`config.mk`:
```
export PLATFORM = sky130hd
export DESIGN_NAME = egress_interface_depacketizer
export DESIGN_NICKNAME = d
export VERILOG_FILES = /design/src/rtl/egress_interface_depacketizer.sv
export SDC_FILE = /design/constraint.sdc
export NUM_CORES = 1
export LEC_CHECK = 0
export CAP_MARGIN = 10
export CORE_UTILIZATION = 25
export CTS_CLUSTER_DIAMETER = 60
export DETAILED_ROUTE_END_ITERATION = 10
export PLACE_DENSITY = 0.47
export SETUP_SLACK_MARGIN = 0.1
export SLEW_MARGIN = 5
export SYNTH_ARGS = -nofsm -noshare
export SYNTH_HDL_FRONTEND = slang
export SYNTH_SLANG_ARGS = --single-unit
```
`constraint.sdc`:
```
create_clock -name clk -period 2.1 [get_ports clk]
set_input_delay 0.42 -clock clk [delete_from_list [all_inputs] [get_ports clk]]
set_output_delay 0.42 -clock clk [all_outputs]
set_load 0.02 [all_outputs]
```
`src/rtl/egress_interface_depacketizer.sv`:
```
// Egress depacketizer: takes 144-bit packets from the layer-engine network,
// keeps those addressed to this endpoint (or broadcast, or everything when
// filtering is off), strips the header and hands the payload on through a
// two-entry buffer. Rejected packets are still consumed and are counted.
module egress_interface_depacketizer #(
   parameter int C_PACKET_PAYLOAD_WIDTH = 128,
   parameter int C_PACKET_HEADER_WIDTH  = 16,
   parameter int C_PACKET_WIDTH         = C_PACKET_PAYLOAD_WIDTH + C_PACKET_HEADER_WIDTH
) (
   input  logic                              clk,
   input  logic                              rst,
   input  logic                              filter_en,
   input  logic [11:0]                       local_address,
   input  logic                              drop_count_clear,
   input  logic                              ingress_valid,
   output logic                              ingress_ready,
   input  logic [C_PACKET_WIDTH-1:0]         ingress_data,
   output logic                              egress_valid,
   input  logic                              egress_ready,
   output logic [C_PACKET_PAYLOAD_WIDTH-1:0] egress_data,
   output logic [11:0]                       egress_dest,
   output logic [15:0]                       drop_count
);

   // Buffer occupancy states
   localparam logic [1:0] ST_EMPTY = 2'd0;
   localparam logic [1:0] ST_ONE   = 2'd1;
   localparam logic [1:0] ST_FULL  = 2'd2;

   localparam logic [11:0] BROADCAST_ADDR = 12'hFFF;

   logic [1:0]                        state_q, state_d;
   logic [C_PACKET_PAYLOAD_WIDTH-1:0] headData_q, headData_d;
   logic [11:0]                       headDest_q, headDest_d;
   logic [C_PACKET_PAYLOAD_WIDTH-1:0] tailData_q, tailData_d;
   logic [11:0]                       tailDest_q, tailDest_d;
   logic [15:0]                       dropCount_q, dropCount_d;

   logic [11:0]                       pktDest;
   logic [C_PACKET_PAYLOAD_WIDTH-1:0] pktPayload;
   logic [C_PACKET_HEADER_WIDTH-13:0] headerReservedUnused;
   logic                              addrMatch;
   logic                              forwardPkt;
   logic                              inXfer;
   logic                              push;
   logic                              drop;
   logic                              pop;

   // Header layout: destination in the low 12 header bits, the top nibble is reserved
   assign pktDest              = ingress_data[C_PACKET_PAYLOAD_WIDTH +: 12];
   assign pktPayload           = ingress_data[C_PACKET_PAYLOAD_WIDTH-1:0];
   assign headerReservedUnused = ingress_data[C_PACKET_WIDTH-1 -: (C_PACKET_HEADER_WIDTH-12)];

   // Ready depends only on registered state and reset, never on egress_ready,
   // so a dropped packet also waits while the buffer is full
   assign ingress_ready = ~rst & (state_q != ST_FULL);
   assign egress_valid  = (state_q != ST_EMPTY);
   assign egress_data   = headData_q;
   assign egress_dest   = headDest_q;
   assign drop_count    = dropCount_q;

   assign addrMatch  = (pktDest == local_address) | (pktDest == BROADCAST_ADDR);
   assign forwardPkt = addrMatch | ~filter_en;
   assign inXfer     = ingress_valid & ingress_ready;
   assign push       = inXfer & forwardPkt;
   assign drop       = inXfer & ~forwardPkt;
   assign pop        = egress_valid & egress_ready;

   // Next-state for the occupancy FSM and the head/tail entries
   always_comb begin
      state_d    = state_q;
      headData_d = headData_q;
      headDest_d = headDest_q;
      tailData_d = tailData_q;
      tailDest_d = tailDest_q;
      case (state_q)
         ST_EMPTY: begin
            if (push) begin
               headData_d = pktPayload;
               headDest_d = pktDest;
               state_d    = ST_ONE;
            end
         end
         ST_ONE: begin
            if (push && pop) begin
               headData_d = pktPayload;
               headDest_d = pktDest;
            end else if (push) begin
               tailData_d = pktPayload;
               tailDest_d = pktDest;
               state_d    = ST_FULL;
            end else if (pop) begin
               state_d    = ST_EMPTY;
            end
         end
         ST_FULL: begin
            if (pop) begin
               headData_d = tailData_q;
               headDest_d = tailDest_q;
               state_d    = ST_ONE;
            end
         end
         default: begin
            state_d = ST_EMPTY;
         end
      endcase
   end

   // Saturating drop counter; a clear in the same cycle as a drop leaves one
   always_comb begin
      dropCount_d = dropCount_q;
      if (drop_count_clear) begin
         dropCount_d = drop ? 16'd1 : 16'd0;
      end else if (drop && (dropCount_q != 16'hFFFF)) begin
         dropCount_d = dropCount_q + 16'd1;
      end
   end

   // Register update with synchronous reset discarding any buffered packets
   always_ff @(posedge clk) begin
      if (rst) begin
         state_q     <= ST_EMPTY;
         headData_q  <= '0;
         headDest_q  <= '0;
         tailData_q  <= '0;
         tailDest_q  <= '0;
         dropCount_q <= '0;
      end else begin
         state_q     <= state_d;
         headData_q  <= headData_d;
         headDest_q  <= headDest_d;
         tailData_q  <= tailData_d;
         tailDest_q  <= tailDest_d;
         dropCount_q <= dropCount_d;
      end
   end

endmodule

```
== After elaboration in Yosys (flattened, before gate mapping) ==
Cells that the tools add are included.

* Memories kept: 0
* Bits of input ports: 162
* Word-level logic and storage cells: 55
* Latch bits: 0
* Memory bits (read-only): 0
* Memory bits (writable): 0
* Register bits after elaboration: 298

* Multiply operators: 0
* Shift operators: 0
* Add/subtract/negate cells: 1
* Divide/modulo/power cells: 0
* Bitwise gates (word level): 11
* Muxes and demuxes: 17
* $lt $le $gt $ge: 0
* Equal/unequal tests: 11
* Reduce and logical (&&, ||, !) cells: 9

{| class="wikitable"
|+ Operators with widths
! cell !! number
|-
| 128-bit 2-to-1 mux || 3
|-
| 128-bit case mux with 3 select lines || 1
|-
| 12-bit 2-to-1 mux || 3
|-
| 12-bit case mux with 3 select lines || 1
|-
| 16-bit 2-to-1 mux || 2
|-
| 16-bit by 1-bit adder with 16-bit output, second input constant || 1
|-
| 16-bit inequality test, second input constant || 1
|-
| 12-bit == test || 1
|-
| 12-bit == test, second input constant || 1
|-
| 2-bit 2-to-1 mux || 5
|-
| 2-bit inequality test, second input constant || 5
|-
| 4-bit AND reduction || 2
|-
| 2-bit case mux with 3 select lines || 1
|-
| 1-bit bitwise AND || 5
|-
| 1-bit inverter || 4
|-
| 2-bit nonzero test || 2
|-
| 3-bit inequality test, second input constant || 1
|-
| 3-bit AND reduction || 1
|-
| 3-bit nonzero test || 1
|-
| 2-bit by 1-bit == test with 1-bit output, second input constant || 1
|-
| 2-bit == test, second input constant || 1
|-
| 1-bit logical AND || 2
|-
| 2-bit zero test || 1
|-
| 1-bit OR || 2
|-
| 1-bit 2-to-1 mux || 1
|}

== Logic depth before layout (Yosys ltp) ==
Gate-level depths: netlist of run 1.

* Depth in word-level cells: 8
* Mapped depth: 8
* Depth with buffers taken out: 6

== Least setup slack after synthesis of run 1 ==
OpenSTA, ideal clock, no wires.

* Path kind: input to register
* From: input ingress_data[138]
* To: register tailData_q[121]
* Setup slack: 0.047 ns
* Setup time: 0.123 ns
* Data arrival time: 1.930 ns
* Stages on the path: 7
* Cells stage by stage: xor2_1 nor4_2 a31o_2 nand4_2 buf_6 buf_6 mux2_1

* Word-level cells in the longest chain between the ends: 7
* Elaborated cells between the ends (all ways): 8
* Classes of those cells: eq/ne: 2; bitwise: 4; reduce/logical: 2

{| class="wikitable"
|+ RTL lines
! item !! line !! text
|-
| start: declaration || 17 || <nowiki>input logic [C_PACKET_WIDTH-1:0] ingress_data,</nowiki>
|-
| 12-bit == test || 62 || <nowiki>assign addrMatch = (pktDest == local_address) | (pktDest == BROADCAST_ADDR);</nowiki>
|-
| 1-bit OR (*) || 62 ||
|-
| 1-bit OR (*) || 63 || <nowiki>assign forwardPkt = addrMatch | ~filter_en;</nowiki>
|-
| 1-bit bitwise AND (*) || 65 || <nowiki>assign push = inXfer & forwardPkt;</nowiki>
|-
| 1-bit logical AND || 85 || <nowiki>if (push && pop) begin</nowiki>
|-
| 1-bit inverter (no source line) || - ||
|-
| 3-bit AND reduction (no source line) (*) || - ||
|-
| end signal: assignment || 132 || <nowiki>tailData_q <= tailData_d;</nowiki>
|-
| end: declaration || 35 || <nowiki>logic [C_PACKET_PAYLOAD_WIDTH-1:0] tailData_q, tailData_d;</nowiki>
|}

Every way passes the cells marked *; elsewhere a longest branch is shown, timed or not.
A chain may end at the register's enable or synchronous reset.

== Final worst setup path of run 1 ==
* From: input ingress_data[134]
* To: register headData_q[74] (netlist: egress_data[74])

* Word-level cells in the longest chain between the ends: 7
* Elaborated cells between the ends (all ways): 9
* Classes of those cells: eq/ne: 4; bitwise: 3; reduce/logical: 2

{| class="wikitable"
|+ RTL lines
! item !! line !! text
|-
| 12-bit == test || 62 ||
|-
| 1-bit OR (*) || 62 ||
|-
| 1-bit OR (*) || 63 ||
|-
| 1-bit bitwise AND (*) || 65 ||
|-
| 1-bit logical AND || 85 ||
|-
| 2-bit inequality test (no source line) || - ||
|-
| 4-bit AND reduction (no source line) (*) || - ||
|-
| end signal: assignment || 130 || <nowiki>headData_q <= headData_d;</nowiki>
|-
| end: declaration || 33 || <nowiki>logic [C_PACKET_PAYLOAD_WIDTH-1:0] headData_q, headData_d;</nowiki>
|}

Marks and branches as above.

==> results.py, run 1 <==
metrics = {
    "logic_synthesis": {
        "synth_top_area_cell": "dfxtp_1",
        "yosysSeqAreaShare": 0.435,
        "yosys-mux-area-fraction": 0.115,
        "synth_area_leaders": "dfxtp_1 43%, a21oi_1 7.0%, and4_1 6.2%, nand2_1 5.6%, mux2_1 5.4%",
        "yosysMostFrequentCell": "dfxtp_1",
        "yosysUniqueCellTypes": 41,
        "async_flop_share": 0,
        "yosys.area_share.simple": 0.297,
        "synth_edf_count": 0,
        "ys_warn_count": 0,
        "synth_adder_area_share": 0.00164,
        "synth_xor_area_frac": 0.00766,
        "ys_seq_elements": 298,
        "synth_top_family_by_area": "simple AND/OR/NAND/NOR gates",
        "synth_compound_area_frac": 0.0808,
        "synth-main-ff-cell": "dfxtp_1",
        "synth_area_um2": 13700,
        "postSynthAreaPerCell_um2": 8.59,
        "synth_top_cell_area_share": 0.435,
        "synth_top_cells_by_count": "298 x dfxtp_1, 206 x nand2_1, 192 x a21oi_1",
        "syn_inst": 1598,
        "syn-num-nets": 1761,
    },
    "final_layout": {
        "antenna_cells": 0,
        "areaGrowthSynthToFinish_pct": 49.0,
        "final_util": 0.379,
        "final_layout_size_suffix_gt1_frac": 0.149,
        "fin_area_um2": 20500,
        "nets": 2108,
        "fin_cells": 2672,
    },
    "setup_path": {
        "path_class": "primary input to flop",
        "crit_arrival_ns": 2.43,
        "crit_required_ns": 2.56,
        "critPathCaptureType": "flop",
        "cp_max_fo": 6,
        "cp-start-kind": "primary input",
    },
    "timing": {
        "timing.final.crit_share": 0.936,
        "setup-violations-final": 0,
        "fin_skew_ns": 0.00833,
        "slew_headroom": 0.388,
        "worst_slack_ns": 0.134,
        "finalSetupTns_ns": 0,
        "rsz0062_at_grt": "false",
        "worstMarginPinSlew_ns": 0.918,
        "whs_ns": 0.173,
        "hold_viol_final": 0,
        "max_freq_ghz": 0.509,
        "final_max_slew_viol_count": 0,
        "fin_crit_ns": 1.97,
    },
    "global_routing": {
        "grt_usage": 0.162,
        "antenna_found_initial": 1,
        "grt-ovfl-total": 0,
        "grt_pass1_vias": 12498,
        "grt_max_degree": 180,
        "grt_pass1_wl_mm": 72.3,
    },
    "cts": {
        "cts_sinks": 298,
        "clk_pin_slew_ns": 0.06,
        "clk_path_buf_depth": 3,
        "cts_root_buffer": "clkbuf_16",
        "clkLatencyLatePin_ns": 0.55,
        "cts_buffers": 41,
        "cts-htree-levels": 2,
        "cts_hold_buf": 0,
        "cts_tree": "done",
    },
    "power_and_ir_drop": {
        "p_leak_nw": 9.09,
        "ir_worst_vdd_v": 0.000461,
        "p_per_area_nw_per_um2": 752,
        "p_total_mw": 15.4,
    },
    "placed_design": {
        "port_buffers": 315,
        "dp_cells": 2563,
        "dp_hpwl_mm": 29.5,
        "dp_slack_ns": -0.643,
        "place_congestion": 0.773,
        "dpl-instance-area_um2": 18200,
    },
    "drt": {
        "detail_route.vias_per_cell": 4.66,
        "wl_mm": 45.8,
        "dr.first_iter.drc_count": 554,
        "drc": 0,
        "first_pass_iters": 5,
        "vias": 12459,
        "detail-route-antenna-nets": 0,
        "routedWlPerCell_um": 17.1,
    },
    "floorplanning": {
        "rows": 85,
        "io_pins": 320,
        "initial_utilization": 0.254,
        "core_region_area_um2": 54000,
        "die_x_um": 236,
        "die_h_um": 236,
        "die_area_um2": 55800,
    },
    "worst_hold_path": {
        "hp-class": "primary input to flop",
    },
    "run": {
        "drv_cap": 0,
    },
    "status": {
        "run_status": "complete, no violations",
    },
}
final timing paths:
check,depth (start not counted),slack [ns],start,endpoint
setup / recovery,12,0.13,ingress_data[134],egress_data[74]
hold / removal,2,0.17,ingress_data[129],tailDest_q[1]
setup reg to reg,10,0.18,state_q[1],egress_data[74]
hold reg to reg,2,0.46,egress_data[74],egress_data[74]
logic make-up (layout without fill, tap and decap cells):
kind of cell | count (synthesis) | in the layout
AND/OR/NAND/NOR | 734 | 734
flip-flops | 298 | 298
AO/OA/AOI/OAI | 212 | 212
buffers and inverters | 194 | 572
multiplexers | 146 | 146
XOR/XNOR | 12 | 12
adder cells (fa/ha/maj) | 2 | 2
state kept, by name (all words and copies together) (netlist names):
register / cells
drop_count: 16
egress_dest: 12
egress_data: 128
tailDest_q: 12
state_q: 2
tailData_q: 128
timing repair:
action / CTS / global route
buffers inserted: 21 / 5
pin swaps: 15 / 15
endpoints found under the setup margin: 330 / 184
gates resized for setup: 156 / 57
cloned: 11 / 1
critical path, cell delays in order:
cell and delay [ns]:
dlygate4sd2_1 0.28, xor2_2 0.27, nor4_4 0.08, buf_4 0.16
a31o_4 0.24, buf_6 0.12, buf_12 0.14, buf_12 0.13
buf_12 0.13, buf_12 0.12, and4_1 0.14, a211oi_1 0.20
placed cells by master, fill, tap and decap left out, drive strengths merged, types with 3 or more instances in the layout:
| cell type | instances |
|---|---|
| mux2 | 95 |
| or4 | 8 |
| xor2 | 12 |
| clkinv | 6 |
| nand3 | 8 |
| nand2 | 206 |
| clkdlybuf4s50 | 209 |
| nand2b | 48 |
| clkdlybuf4s15 | 6 |
| dfxtp | 298 |
| nor3 | 141 |
| o21ai | 3 |
| inv | 50 |
| nor4 | 6 |
| dlygate4sd2 | 68 |
| and4 | 97 |
| buf | 141 |
| nor2b | 97 |
| nor2 | 50 |
| o31ai | 8 |
| clkbuf | 64 |
| nor3b | 4 |
| dlymetal6s2s | 19 |
| mux2i | 51 |
| nand4 | 10 |
| a21oi | 193 |
| bufinv | 6 |
| and3 | 45 |
| or3 | 10 |
cell type report:
| cell class | count | area, um2 |
|---|---|---|
| well taps | 696 | 871 |
| inverters | 48 | 180 |
| clock inverters | 16 | 250 |
| flip-flops and latches | 298 | 5970 |
| repair buffers | 450 | 4840 |
| fillers | 5473 | 33600 |
| clock buffers | 58 | 1220 |
| multi-input cells | 1106 | 7120 |
power by group:
| group | leakage (nW) | internal (mW) | switching, mW |
|---|---|---|---|
| logic | 5.95 | 0.976 | 0.979 |
| clock network | 0.720 | 4.80 | 2.69 |
| registers | 2.42 | 5.84 | 0.109 |
metal layers:
metal  global-route usage  up-vias  share of wire
li1                     -     6219              -
met1                0.212     5935           0.46
met2                0.267      252           0.47
met3               0.0363       51          0.050
met4               0.0407        2          0.017
met5                    0        -        0.00028
Note: power is estimated with default switching activity, not from simulation.
==> inputs of run 2 (changes only) <==
--- a/config.mk
+++ b/config.mk
@@ -7,6 +7,7 @@
 export LEC_CHECK = 0
 export CAP_MARGIN = 10
 export CORE_UTILIZATION = 25
+export CTS_BUF_LIST = sky130_fd_sc_hd__clkbuf_4 sky130_fd_sc_hd__clkbuf_8 sky130_fd_sc_hd__clkbuf_16
 export CTS_CLUSTER_DIAMETER = 60
 export DETAILED_ROUTE_END_ITERATION = 10
 export PLACE_DENSITY = 0.47
==> run 2 against run 1 <==
Die area is the same. Clock skew is 0.0013 ns higher. Maximum frequency grew 0.15%. Critical path depth did not move. Final area rose by 0.12%. Sequential share of layout area is essentially flat. Largest cell class unchanged. Register-to-register slack hardly changed. Combinational power is essentially flat.
==> results.py, run 2 (synthesized netlist as in run 1, its figures left out) <==
metrics = {
    "power_and_ir_drop": {
        "p_total_mw": 15.5,
        "switching_power_mw": 3.78,
        "power_frac_comb": 0.126,
        "power_frac_clock": 0.489,
        "p_seq_frac": 0.384,
        "p_int_mw": 11.7,
        "p_per_area_nw_per_um2": 755,
        "ir_worst_vdd_v": 0.000462,
        "p_leak_nw": 9.11,
        "switching_share": 0.244,
    },
    "setup_path": {
        "crit_required_ns": 2.56,
        "r2r-end": "egress_data[74]",
        "cp_max_fo": 6,
        "r2r_cells": 10,
        "cp-start-kind": "primary input",
        "path_class": "primary input to flop",
        "r2r_setup_slack_ns": 0.18,
        "crit_arrival_ns": 2.42,
        "rr_startpoint": "state_q[1]",
        "critPathCaptureType": "flop",
        "critPathLaunch": "ingress_data[134]",
    },
    "placed_design": {
        "dp_hpwl_mm": 29.5,
        "dpl-instance-area_um2": 18200,
        "dp_slack_ns": -0.643,
        "place_congestion": 0.773,
        "port_buffers": 315,
    },
    "global_routing": {
        "grt_pass1_wl_mm": 72.3,
        "antenna_found_initial": 1,
        "grt-ovfl-total": 0,
        "grt_pass1_vias": 12495,
        "grt_max_degree": 180,
        "grt_usage": 0.162,
    },
    "drt": {
        "routedWlPerCell_um": 17.1,
        "detail_route.vias_per_cell": 4.66,
        "wl_mm": 45.8,
        "detail-route-antenna-nets": 0,
        "dr.first_iter.drc_count": 549,
        "vias": 12467,
        "drc": 0,
        "first_pass_iters": 5,
    },
    "floorplanning": {
        "rows": 85,
        "io_pins": 320,
        "initial_utilization": 0.254,
        "die_x_um": 236,
        "core_region_area_um2": 54000,
        "die_area_um2": 55800,
        "die_h_um": 236,
    },
    "timing": {
        "final_max_slew_viol_count": 0,
        "slew_headroom": 0.391,
        "fin_skew_ns": 0.00966,
        "worst_slack_ns": 0.137,
        "worstMarginPinSlew_ns": 0.914,
        "whs_ns": 0.173,
        "fin_crit_ns": 1.96,
        "hold_viol_final": 0,
        "rsz0062_at_grt": "false",
        "max_freq_ghz": 0.509,
        "setup-violations-final": 0,
        "timing.final.crit_share": 0.935,
    },
    "final_layout": {
        "nets": 2108,
        "final_layout_size_suffix_gt1_frac": 0.152,
        "final_cell_mix": "295 x dfxtp_1, 209 x clkdlybuf4s50_1, 206 x nand2_1",
        "final_common_cell": "dfxtp_1",
        "multi_input_area_um2": 7120,
        "nFillCells": 5467,
        "areaGrowthSynthToFinish_pct": 49.2,
        "fin_area_um2": 20500,
        "final-seq-area_um2": 5970,
    },
    "cts": {
        "cts_buffers": 41,
        "cts_sinks": 298,
        "cts_tree": "done",
        "clk_path_buf_depth": 3,
        "cts-htree-levels": 2,
        "cts_root_buffer": "clkbuf_16",
        "clkLatencyLatePin_ns": 0.55,
        "clk_pin_slew_ns": 0.06,
    },
    "worst_hold_path": {
        "whs_path_depth": 2,
        "hp-class": "primary input to flop",
        "hold_end": "tailDest_q[1]",
        "hp-start": "ingress_data[129]",
    },
    "run": {
        "drv_cap": 0,
    },
    "status": {
        "run_status": "complete, no violations",
    },
}
==> run 2: metrics by stage <==
| stage | util | setup TNS (ns) | instances |
|---|---|---|---|
| 2_1_floorplan | - | 0 | 1598 |
| 3_3_place_gp | 0.337 | -170.83 | 2563 |
| 3_5_place_dp | 0.337 | -169.70 | 2563 |
| 4_1_cts | 0.377 | 0 | 2669 |
| 5_1_grt | 0.379 | 0 | 2672 |
| 6_report | 0.379 | 0 | 2673 |
==> run 2: routing by layer <==
layer | GRT usage | up-vias | share of wire
li1 | - | 6227 | -
met1 | 0.211 | 5941 | 0.46
met2 | 0.267 | 246 | 0.47
met3 | 0.0363 | 51 | 0.049
met4 | 0.0407 | 2 | 0.017
met5 | 0 | - | 0.00028
==> run 2: what timing repair did <==
item	in CTS	in global routing
hold endpoints to repair	0	0
resized for setup	156	57
hold buffers	0	0
buffers inserted	21	5
pin swaps	15	15
cloned	11	1
setup endpoints to repair	330	184
==> run 2: final cells by class <==
cell class              instances  area share
flip-flops and latches        298       0.291
diodes                          1    0.000122
clock inverters                16      0.0122
well taps                     696      0.0425
clock buffers                  58      0.0608
repair buffers                450       0.236
inverters                      48     0.00880
multi-input cells            1106       0.348
==> run 2: critical path, stage by stage <==
cell and delay, ns:
dlygate4sd2_1 0.28, xor2_2 0.27, nor4_4 0.08, buf_4 0.16
a31o_4 0.24, buf_6 0.12, buf_12 0.14, buf_12 0.13
buf_12 0.13, buf_12 0.12, and4_1 0.14, a211oi_1 0.20
==> run 2: worst max-delay path by stage <==
stage / slack, ns / cells after the start / end
after global placement: -0.68 / 8 / tailData_q[115]
after global routing: 0.07 / 5 / drop_count[11]
after detailed placement: -0.64 / 8 / tailData_q[46]
after floorplan: 0.07 / 7 / tailData_q[119]
after CTS: 0.05 / 3 / ingress_ready
final: 0.14 / 12 / egress_data[74]
==> run 2: power groups by stage <==
stage               clock [mW]  combinational, mW  sequential, mW
finish                    7.56               1.96            5.94
global route              8.06               2.11            5.96
CTS                       7.81               1.96            5.95
detailed placement           0               1.84            6.07
global placement             0               1.84            6.07
floorplan                    0              0.669            6.23
